`config.mk`:
```
export PLATFORM = sky130hd
export DESIGN_NAME = tsn_slot_scheduler
export DESIGN_NICKNAME = d
export VERILOG_FILES = /design/src/rtl/tsn_sched_pkg.sv /design/src/rtl/tsn_sched_arb.sv /design/src/rtl/tsn_slot_scheduler.sv
export SDC_FILE = /design/constraint.sdc
export NUM_CORES = 1
export LEC_CHECK = 0
export BUFFER_PORTS_ARGS = -buffer_cell sky130_fd_sc_hd__buf_2
export CAP_MARGIN = 25
export CELL_PAD_IN_SITES_DETAIL_PLACEMENT = 0
export CELL_PAD_IN_SITES_GLOBAL_PLACEMENT = 1
export CORE_AREA = 2 2 151 116
export DETAILED_ROUTE_END_ITERATION = 10
export DIE_AREA = 0 0 153 118
export PLACE_DENSITY_LB_ADDON = 0.1
export SYNTH_ARGS = -nofsm -noshare
export SYNTH_HDL_FRONTEND = slang
export SYNTH_HIERARCHICAL = 1
export SYNTH_SLANG_ARGS = --single-unit
```
`constraint.sdc`:
```
create_clock -name clk -period 8.35 [get_ports clk]
set_input_delay 1.67 -clock clk [delete_from_list [all_inputs] [get_ports clk]]
set_output_delay 1.67 -clock clk [all_outputs]
set_load 0.01 [all_outputs]
```
`src/rtl/tsn_sched_pkg.sv`:
```
// Shared definitions for the TSN slot scheduler: sizes, FSM states,
// config-table entry layout and small combinational helpers.
package tsn_sched_pkg;

  localparam int FLOW_NUM = 8;
  localparam int SLOT_W   = 9;
  localparam int CNT_W    = 32;
  localparam int IDX_W    = 3;

  typedef enum logic [1:0] {
    IDLE,
    ARB,
    ISSUE,
    WAIT_DONE
  } sched_state_t;

  typedef struct packed {
    logic              en;
    logic [SLOT_W-1:0] slot;
  } flow_cfg_t;

  // Number of set bits in a flow vector (0..8).
  function automatic logic [3:0] popcount_flows(input logic [FLOW_NUM-1:0] v);
    logic [3:0] c;
    c = '0;
    for (int i = 0; i < FLOW_NUM; i++) begin
      c = c + {3'b000, v[i]};
    end
    return c;
  endfunction

  // Index of the set bit of a one-hot flow vector.
  function automatic logic [IDX_W-1:0] onehot_to_idx(input logic [FLOW_NUM-1:0] v);
    logic [IDX_W-1:0] idx;
    idx = '0;
    for (int i = 0; i < FLOW_NUM; i++) begin
      if (v[i]) idx = IDX_W'(i);
    end
    return idx;
  endfunction

endpackage

```
`src/rtl/tsn_sched_arb.sv`:
```
// Flow arbiter: picks one pending flow and returns it one-hot.
// Build option TSS_RR_ARB_EN selects round-robin (search starts after the
// last granted index); otherwise the lowest pending index wins.
module tsn_sched_arb
  import tsn_sched_pkg::*;
(
  input  logic [FLOW_NUM-1:0] pending,
`ifdef TSS_RR_ARB_EN
  input  logic [IDX_W-1:0]    last_idx,
`endif
  output logic [FLOW_NUM-1:0] grant
);

`ifdef TSS_RR_ARB_EN
  logic             rr_found;
  logic [IDX_W-1:0] rr_idx;

  // Circular search from last_idx+1; the 3-bit index wraps modulo 8.
  always_comb begin
    grant    = '0;
    rr_found = 1'b0;
    rr_idx   = '0;
    for (int k = 1; k <= FLOW_NUM; k++) begin
      rr_idx = last_idx + IDX_W'(k);
      if (!rr_found && pending[rr_idx]) begin
        grant[rr_idx] = 1'b1;
        rr_found      = 1'b1;
      end
    end
  end
`else
  logic fp_found;

  // Fixed priority: first set bit from index 0 upward.
  always_comb begin
    grant    = '0;
    fp_found = 1'b0;
    for (int i = 0; i < FLOW_NUM; i++) begin
      if (!fp_found && pending[i]) begin
        grant[i] = 1'b1;
        fp_found = 1'b1;
      end
    end
  end
`endif

endmodule

```
`src/rtl/tsn_slot_scheduler.sv`:
```
// TSN time-slot scheduler: on each new slot from the LCM, marks the flows
// configured for that slot as pending and issues them one at a time to the
// header extender, waiting for pkt_done (or a timeout) between grants.
// Flows left unsent, and abandoned grants, are counted in out_miss_cnt.
// Build option TSS_RR_ARB_EN enables round-robin arbitration.
module tsn_slot_scheduler
  import tsn_sched_pkg::*;
#(
  parameter string PLATFORM     = "xilinx",
  parameter int    DONE_TIMEOUT = 255
) (
  input  logic              clk,
  input  logic              rst,
  input  logic              test_start,
  input  logic [SLOT_W-1:0] slot_ID,
  input  logic              cfg_wr,
  input  logic [IDX_W-1:0]  cfg_idx,
  input  logic [SLOT_W-1:0] cfg_slot,
  input  logic              cfg_en,
  input  logic              pkt_done,
  output logic [7:0]        out_selected,
  output logic              out_hdr_req,
  output logic              out_busy,
  output logic [31:0]       out_miss_cnt
);

  // The timeout fires in the DONE_TIMEOUT-th cycle spent in WAIT_DONE.
  localparam logic [7:0] TIMEOUT_LAST = 8'(DONE_TIMEOUT - 1);

  // The vendor tag is informational only and never changes behaviour.
  if (PLATFORM == "") begin : g_platform_untagged
  end

  flow_cfg_t           cfg_tbl [FLOW_NUM];
  logic [SLOT_W-1:0]   slot_hist;
  logic                hist_valid;
  logic                slot_tick;
  logic [FLOW_NUM-1:0] slot_match;
  logic [FLOW_NUM-1:0] pending;
  logic [FLOW_NUM-1:0] arb_grant;
  logic [FLOW_NUM-1:0] grant;
  logic [7:0]          to_cnt;
  logic                timeout;
  logic [CNT_W-1:0]    miss_cnt;
  logic [CNT_W:0]      miss_sum;
  logic [3:0]          miss_inc;
  sched_state_t        state;
  sched_state_t        state_nxt;

`ifdef TSS_RR_ARB_EN
  logic [IDX_W-1:0]    last_idx;

  // Remember the last granted index; 7 after reset so flow 0 is tried first.
  always_ff @(posedge clk) begin
    if (rst) begin
      last_idx <= IDX_W'(FLOW_NUM - 1);
    end else if (state == ARB && arb_grant != '0) begin
      last_idx <= onehot_to_idx(arb_grant);
    end
  end

  tsn_sched_arb u_arb (
    .pending  (pending),
    .last_idx (last_idx),
    .grant    (arb_grant)
  );
`else
  tsn_sched_arb u_arb (
    .pending (pending),
    .grant   (arb_grant)
  );
`endif

  // Config table write port; a write lands at the next edge, so a tick in
  // the same cycle still sees the old entry.
  always_ff @(posedge clk) begin
    if (rst) begin
      for (int i = 0; i < FLOW_NUM; i++) cfg_tbl[i] <= '0;
    end else if (cfg_wr) begin
      cfg_tbl[cfg_idx] <= '{en: cfg_en, slot: cfg_slot};
    end
  end

  // Slot history; hist_valid suppresses the first comparison after reset.
  always_ff @(posedge clk) begin
    if (rst) begin
      slot_hist  <= '0;
      hist_valid <= 1'b0;
    end else begin
      slot_hist  <= slot_ID;
      hist_valid <= 1'b1;
    end
  end

  // New slot detection and per-flow slot match against the current table.
  always_comb begin
    slot_tick = test_start && hist_valid && (slot_ID != slot_hist);
    for (int i = 0; i < FLOW_NUM; i++) begin
      slot_match[i] = cfg_tbl[i].en && (cfg_tbl[i].slot == slot_ID);
    end
  end

  // Pending set: a tick reloads it (overriding the ISSUE clear), disabling
  // test_start empties it, otherwise the issued flow is retired.
  always_ff @(posedge clk) begin
    if (rst) begin
      pending <= '0;
    end else if (!test_start) begin
      pending <= '0;
    end else if (slot_tick) begin
      pending <= slot_match;
    end else if (state == ISSUE) begin
      pending <= pending & ~grant;
    end
  end

  // FSM state register.
  always_ff @(posedge clk) begin
    if (rst) state <= IDLE;
    else     state <= state_nxt;
  end

  // Next-state logic and the one-cycle select/header-request outputs.
  always_comb begin
    state_nxt    = state;
    out_selected = '0;
    out_hdr_req  = 1'b0;
    timeout      = 1'b0;
    case (state)
      IDLE: begin
        if (test_start && pending != '0) state_nxt = ARB;
      end
      ARB: begin
        state_nxt = (test_start && arb_grant != '0) ? ISSUE : IDLE;
      end
      ISSUE: begin
        out_selected = grant;
        out_hdr_req  = 1'b1;
        state_nxt    = WAIT_DONE;
      end
      WAIT_DONE: begin
        if (pkt_done) begin
          state_nxt = (pending != '0) ? ARB : IDLE;
        end else if (to_cnt == TIMEOUT_LAST) begin
          timeout   = 1'b1;
          state_nxt = (pending != '0) ? ARB : IDLE;
        end
      end
      default: state_nxt = IDLE;
    endcase
  end

  // Grant register, loaded from the arbiter while in ARB.
  always_ff @(posedge clk) begin
    if (rst)                grant <= '0;
    else if (state == ARB)  grant <= arb_grant;
  end

  // Done-timeout counter, cleared on the way into WAIT_DONE.
  always_ff @(posedge clk) begin
    if (rst)                     to_cnt <= '0;
    else if (state == ISSUE)     to_cnt <= '0;
    else if (state == WAIT_DONE) to_cnt <= to_cnt + 8'd1;
  end

  // Miss increment: unsent flows at a tick plus an abandoned grant.
  always_comb begin
    miss_inc = (slot_tick ? popcount_flows(pending) : 4'd0) + {3'b000, timeout};
    miss_sum = {1'b0, miss_cnt} + {{(CNT_W - 3){1'b0}}, miss_inc};
  end

  // Saturating miss counter.
  always_ff @(posedge clk) begin
    if (rst)              miss_cnt <= '0;
    else if (miss_sum[CNT_W]) miss_cnt <= '1;
    else                  miss_cnt <= miss_sum[CNT_W-1:0];
  end

  assign out_busy     = (state != IDLE);
  assign out_miss_cnt = miss_cnt;

endmodule

```
==> results of run 1 <==
cells in the mapped netlist, drive strengths merged (2+ instances only):
cell    count
and3       10
nor2       25
inv        34
dfxtp      68
xor2       54
fa          5
and2       81
o31ai       3
o21ai      13
buf        16
nand2      38
xnor2      56
a41o        8
edfxtp     80
nor4       12
or4         4
nor3b       3
nor4b       3
nor2b      15
a21oi      42
and4        2
nand2b      3
a31oi       6
clkbuf     16
nor3       14
or2         3
ha         12
nand3      18
or3         6
nand4      31
final timing paths:
path,to,slack [ps],depth (start not counted)
setup / recovery,out_miss_cnt[30]$_SDFF_PP0_,2880,17
hold / removal,grant[4]$_SDFFE_PP0P_,450,2
setup reg to reg,out_miss_cnt[30]$_SDFF_PP0_,2880,17
hold reg to reg,grant[4]$_SDFFE_PP0P_,450,2
cell type report:
cell class	count	area, sq um	share of cell area, %
sequential	148	3760	43.9
multi-input combinational	480	3320	38.8
clock buffer	20	457	5.33
timing repair buffer	79	423	4.94
tap	215	269	3.14
clock inverter	12	201	2.35
inverter	34	128	1.49
flip-flops by register name (all words and copies together) (netlist names), named ones only:
signal / flops
slot_hist: 9
hist_valid: 1
state: 1
to_cnt: 8
grant: 8
cfg_tbl: 80
pending: 8
out_miss_cnt: 32
cells by family (layout without fill, tap and decap cells):
family / Yosys count / count (layout) / share of synthesized area [%]
and+or+nand+nor: 271 / 271 / 21.6
DFF: 148 / 148 / 51.3
AOI/OAI and AO/OA: 82 / 82 / 6.87
xor gates and xnor gates: 110 / 110 / 13.1
buffers and inverters: 66 / 145 / 3.73
adders and majority gates: 17 / 17 / 3.41
power by group:
group / switching [mW] / internal (mW)
Combinational: 0.0701 / 0.0383
Sequential: 0.0116 / 0.794
Clock: 0.302 / 0.547
Total: 0.384 / 1.38
worst reg2reg max path, delay by kind of cell, from the launching register on:
kind                     cells  cell delay (ps)
adder cells (fa/ha/maj)      7             2950
AND/OR/NAND/NOR              4              890
AO/OA/AOI/OAI                2              760
flip-flops                   1              470
buffers and inverters        4              320
per-layer routing:
layer | track usage [%] | routed length [um] | up-vias
met1 | 32.2 | 9380 | 2645
met2 | 32.3 | 8420 | 126
met3 | 4.38 | 1050 | 19
met4 | 6.31 | 250 | 0
li1 | - | - | 2550
met5 | 0 | 0 | -
stage by stage:
step | util [%] | cells | cell area (sq um)
after global routing | 51.7 | 988 | 8560
after CTS | 51.7 | 988 | 8560
after floorplan | - | 694 | 7340
after detailed placement | 47.7 | 956 | 7910
after global placement | 47.7 | 955 | 7900
final | 51.7 | 988 | 8560
==> results.cfg, run 1 <==
[run_status]
status = finished, final reports clean

[clock_tree]
clock_path_buffers = 2
clk_pin_slew_ps = 60
cts_hold_buf = 0
cts_htree_levels = 4
post_cts_resized = 0
clkSinkCount = 148
cts_tree = done
cts_made_buffers = 17
cts_root_buf = clkbuf_16
clkLatencyLatePin_ps = 420
cts_setup_buffers = 0

[detailed_routing]
ant_nets = 0
wl_per_cell_um = 19.3
vias_per_cell = 5.40
wl_um = 19100
vias = 5340
drt_pass1_iterations = 5
drtIter0Drc = 407
drc_errors = 0

[worst_setup_path]
crit_fanout = 14
crit_path_start = pending[0]$_SDFFE_PP0P_
crit_path_cell_trace = inv_1 > fa_1 > fa_1 > fa_1 > inv_1 > ha_1 > fa_1 > inv_1 > nor2_1 > ha_1 > inv_1 > fa_1 > nor2b_1 > o31a_1 > nand3_4 > or3_2 > a31oi_1
crit_path_start_kind = flip-flop
crit_arrival_ps = 5810
r2r_start = pending[0]$_SDFFE_PP0P_
required_ps = 8690
critPathBufInv = 4
critPathKind = flip-flop to flip-flop
crit_path_max_incr_delay_ps = 580
cp_slowest_cell = o31a_1
cpMostUsedCell = fa_1
cp-end-kind = flip-flop
crit_family = adder cells

[sta]
finalWorstSetupSlack_ps = 2880
finClkSkew_ps = 6.32
drv_slew = 0
post-route-min-period_ps = 5470
fmax_ghz = 0.183
hold_ws_ps = 454
slew_headroom_pct = 31.8
fin_tns_setup_ps = 0
hold_viol = 0
worstMarginPinSlew_ps = 1010
rsz0062_at_grt = false
setup_violations = 0
fin_crit_sh_pct = 65.5

[synthesis]
syn_inst = 694
netlist_area_sq_mm = 0.00734
synth_top_area_share_pct = 32.7
ys_seq_area_share_pct = 51.3
synth.largest_area_cell = edfxtp_1
synth-seq-cells = 148
synth_edf_count = 80
synth.area.top_cells = edfxtp_1, dfxtp_1, and2_1
synthArstFlopShare_pct = 0
ys_types = 52
ys_warn_count = 6
synth.net_count = 738
syn_area_per_cell_sq_um = 10.6
synth_flop_cell = edfxtp_1

[pwr]
totalPowerFinal_mw = 1.76
vdd_drop_max_mv = 0.134
leakage_nw = 3.34
power_density_mw_per_mm2 = 206

[grt]
grt_usage_pct = 21.8
antenna_found_initial = 0
grt_max_degree = 58
grt_overflow = 0
grt_pass1_wl_um = 29600
grt_pass1_vias = 5125

[placement]
io_buffers = 68
place_congestion = 0.883
dp_slack_ps = 2670
dp_hpwl_um = 13600

[die]
die-area_sq_mm = 0.0181
die_w_um = 153
num_rows = 41
ioPinCount = 69
core-area_sq_mm = 0.0166
initial_utilization_pct = 44.3
die_h_um = 118

[layout]
fillCellCount = 1518
area_delta_synth_final_pct = 16.6
insertedDiodeCount = 0
final_common_cell = and2_1
drive_above_1_share_pct = 16.3
nets = 804
final_cell_mix = and2_1, edfxtp_1, dfxtp_1, buf_2, xnor2_1

[min_path]
min_path_type = flip-flop to flip-flop
min_from = grant[4]$_SDFFE_PP0P_

[job]
maxCapViolCount = 0
Power figures use the tool's default switching activity.
==> run 2: changes to the inputs <==
--- a/config.mk
+++ b/config.mk
@@ -5,13 +5,14 @@
 export SDC_FILE = /design/constraint.sdc
 export NUM_CORES = 1
 export LEC_CHECK = 0
+export ABC_AREA = 1
 export BUFFER_PORTS_ARGS = -buffer_cell sky130_fd_sc_hd__buf_2
 export CAP_MARGIN = 25
 export CELL_PAD_IN_SITES_DETAIL_PLACEMENT = 0
 export CELL_PAD_IN_SITES_GLOBAL_PLACEMENT = 1
-export CORE_AREA = 2 2 151 116
+export CORE_AREA = 2 2 160 123
 export DETAILED_ROUTE_END_ITERATION = 10
-export DIE_AREA = 0 0 153 118
+export DIE_AREA = 0 0 162 125
 export PLACE_DENSITY_LB_ADDON = 0.1
 export SYNTH_ARGS = -nofsm -noshare
 export SYNTH_HDL_FRONTEND = slang
==> constraint.sdc (replaced) <==
create_clock -name clk -period 5.4 [get_ports clk]
set_input_delay 1.08 -clock clk [delete_from_list [all_inputs] [get_ports clk]]
set_output_delay 1.08 -clock clk [all_outputs]
set_load 0.01 [all_outputs]
==> results.cfg, run 2 <==
[layout]
top_register = cfg_tbl
drive_above_1_share_pct = 13.4
insertedDiodeCount = 0
fin_util_pct = 49.7
fillCellCount = 1928
nets = 1183
final_cell_mix = nand2_1, nor2_1, inv_1
fin_cells = 1405
largest_reg_flops = 80
final_area_sq_mm = 0.00935
final_common_cell = nand2_1
area_delta_synth_final_pct = 13.5

[synthesis]
synth_edf_count = 80
synth_top_area_share_pct = 29.1
synth.net_count = 1126
synthArstFlopShare_pct = 0
synth_commonest_cells = nand2_1, nor2_1, inv_1, edfxtp_1, dfxtp_1
synth_flop_cell = edfxtp_1
netlist_area_sq_mm = 0.00824
synth_top_family_by_area = simple AND/OR/NAND/NOR gates
synth-seq-cells = 148
syn_area_per_cell_sq_um = 7.62
ys_warn_count = 6
ys_seq_area_share_pct = 45.7
synthAdderAreaFrac_pct = 3.04
synth.largest_area_cell = edfxtp_1
muxShareOfSynthArea_pct = 0
synth_compound_area_share_pct = 5.22
synth-xor-area-share_pct = 5.10
yosysMostFrequentCell = nand2_1
syn_inst = 1082
ys_types = 40
synth.area.top_cells = edfxtp_1, dfxtp_1, nand2_1
synth-simple-area-share_pct = 31.5

[die]
die-area_sq_mm = 0.0203
die_h_um = 125
ioPinCount = 69
num_rows = 44
die_w_um = 162
core-area_sq_mm = 0.0188
initial_utilization_pct = 43.8

[worst_setup_path]
cp-end-kind = flip-flop
crit_path_max_incr_delay_ps = 560
crit_family = adder cells
crit_path_start_kind = flip-flop
cp.depth = 22
cp_slowest_cell = fa_1
ff2ff_setup_slack_ps = 470
crit_path_cell_trace = inv_1 > fa_1 > fa_1 > fa_1 > inv_1 > ha_1 > fa_1 > inv_1 > nor2_1 > ha_1 > inv_1 > nand4_1 > nand2_1 > ha_1 > nand2_1 > nor2_1 > nor2_1 > nor2_4 > nand4_2 > nand3_1 > nand2_1 > inv_1
cpMostUsedCell = inv_1
rr_worst_depth = 22
crit_fanout = 12
critPathKind = flip-flop to flip-flop
required_ps = 5770
crit_arrival_ps = 5300
critPathBufInv = 5

[placement]
place_congestion = 0.794
dp_hpwl_um = 15100
io_buffers = 68
placed_cell_area_sq_mm = 0.00874
dp_slack_ps = 459
dp.cells = 1373

[detailed_routing]
wl_um = 21400
drt_pass1_iterations = 4
vias = 6628
wl_per_cell_um = 15.3
drc_errors = 0
drtIter0Drc = 448
vias_per_cell = 4.72
ant_nets = 0

[pwr]
sequentialPowerShare_pct = 45.9
vdd_drop_max_mv = 0.130
sw_frac_of_total_pct = 25.1
p_clk_share_pct = 46.0
leakage_nw = 4.21
combinationalPowerShare_pct = 8.1
power.net_switching_uw = 688
power_density_mw_per_mm2 = 293
intPower_mw = 2.05

[grt]
grt_overflow = 0
grt_usage_pct = 22.0
grt_max_degree = 36
gr-usage-met3_pct = 3.98
top_usage_layer = met1
grt_pass1_wl_um = 33900
antenna_found_initial = 0
use_met1_pct = 34.5
grt_pass1_vias = 6065
use_met2_pct = 31.7

[sta]
fin_tns_setup_ps = 0
drv_slew = 0
worstMarginPinSlew_ps = 675
post-route-min-period_ps = 4930
hold_viol = 0
rsz0062_at_grt = false
finClkSkew_ps = 12.4
finalWorstSetupSlack_ps = 466
fin_crit_sh_pct = 91.4
slew_headroom_pct = 54.9
setup_violations = 0
fmax_ghz = 0.203

[clock_tree]
cts_setup_buffers = 0
post_cts_resized = 0
cts_root_buf = clkbuf_16
clkSinkCount = 148
cts_hold_buf = 0
clock_path_buffers = 2
cts_htree_levels = 4
cts_tree = done
cts_made_buffers = 17
clk_pin_slew_ps = 60
clkLatencyLatePin_ps = 430

[min_path]
min_path_type = flip-flop to flip-flop
worstHoldPathCells = 2

[run_status]
status = finished, final reports clean

[job]
maxCapViolCount = 0
run 2: cell count changes after synthesis, moves of 12 or more:
cell	delta
inv_1	+117
clkbuf_1	-12
and2_1	-80
nand4_1	-15
xnor2_1	-18
nor2b_1	-15
xor2_1	-44
a21oi_2	+13
a21oi_1	-24
nor2_1	+172
nand3_1	+38
nand2_1	+255
o21ai_0	+15
run 2: tightest hold or removal path, stage by stage, from the launching register on:
cell and delay, ps:
dfxtp_1 300, inv_1 80, a21oi_1 60
run 2: logic make-up after synthesis:
kind of cell,after synthesis
AO/OA/AOI/OAI,70
XOR/XNOR,48
adder cells (fa/ha/maj),17
buffers and inverters,190
flip-flops,148
AND/OR/NAND/NOR,609
run 2: per-stage QoR:
step	hold WS, ps	total power, mW
after CTS	485	2.75
final	487	2.74
after detailed placement	473	1.51
after global placement	479	1.50
after floorplan	444	1.44
after global routing	514	2.85
run 2: cell type report:
cell class	instances	area (sq um)	share of cell area, %
clock buffers	17	425	4.55
clock inverters	15	191	2.05
inverters	156	588	6.29
multi-input cells	744	3700	39.5
flip-flops and latches	148	3760	40.2
well taps	253	317	3.38
repair buffers	72	370	3.96
run 2: layer usage:
| layer | vias to the layer above | wire, um |
|---|---|---|
| li1 | 3483 | - |
| met1 | 3023 | 11400 |
| met2 | 112 | 8930 |
| met3 | 10 | 1010 |
| met4 | 0 | 134 |
| met5 | - | 0 |
run 2: final timing paths:
path	endpoint	from
worst max-delay path	out_miss_cnt[25]$_SDFF_PP0_	pending[0]$_SDFFE_PP0P_
worst max register to register	out_miss_cnt[25]$_SDFF_PP0_	pending[0]$_SDFFE_PP0P_
worst min-delay path	grant[2]$_SDFFE_PP0P_	grant[2]$_SDFFE_PP0P_
worst min register to register	grant[2]$_SDFFE_PP0P_	grant[2]$_SDFFE_PP0P_
run 2: power by group through the flow:
stage / clock [mW] / sequential (mW) / combinational (mW)
2_1_floorplan: 0 / 1.28 / 0.160
3_3_place_gp: 0 / 1.28 / 0.221
3_5_place_dp: 0 / 1.28 / 0.222
4_1_cts: 1.27 / 1.26 / 0.223
5_1_grt: 1.33 / 1.26 / 0.252
6_report: 1.26 / 1.26 / 0.221
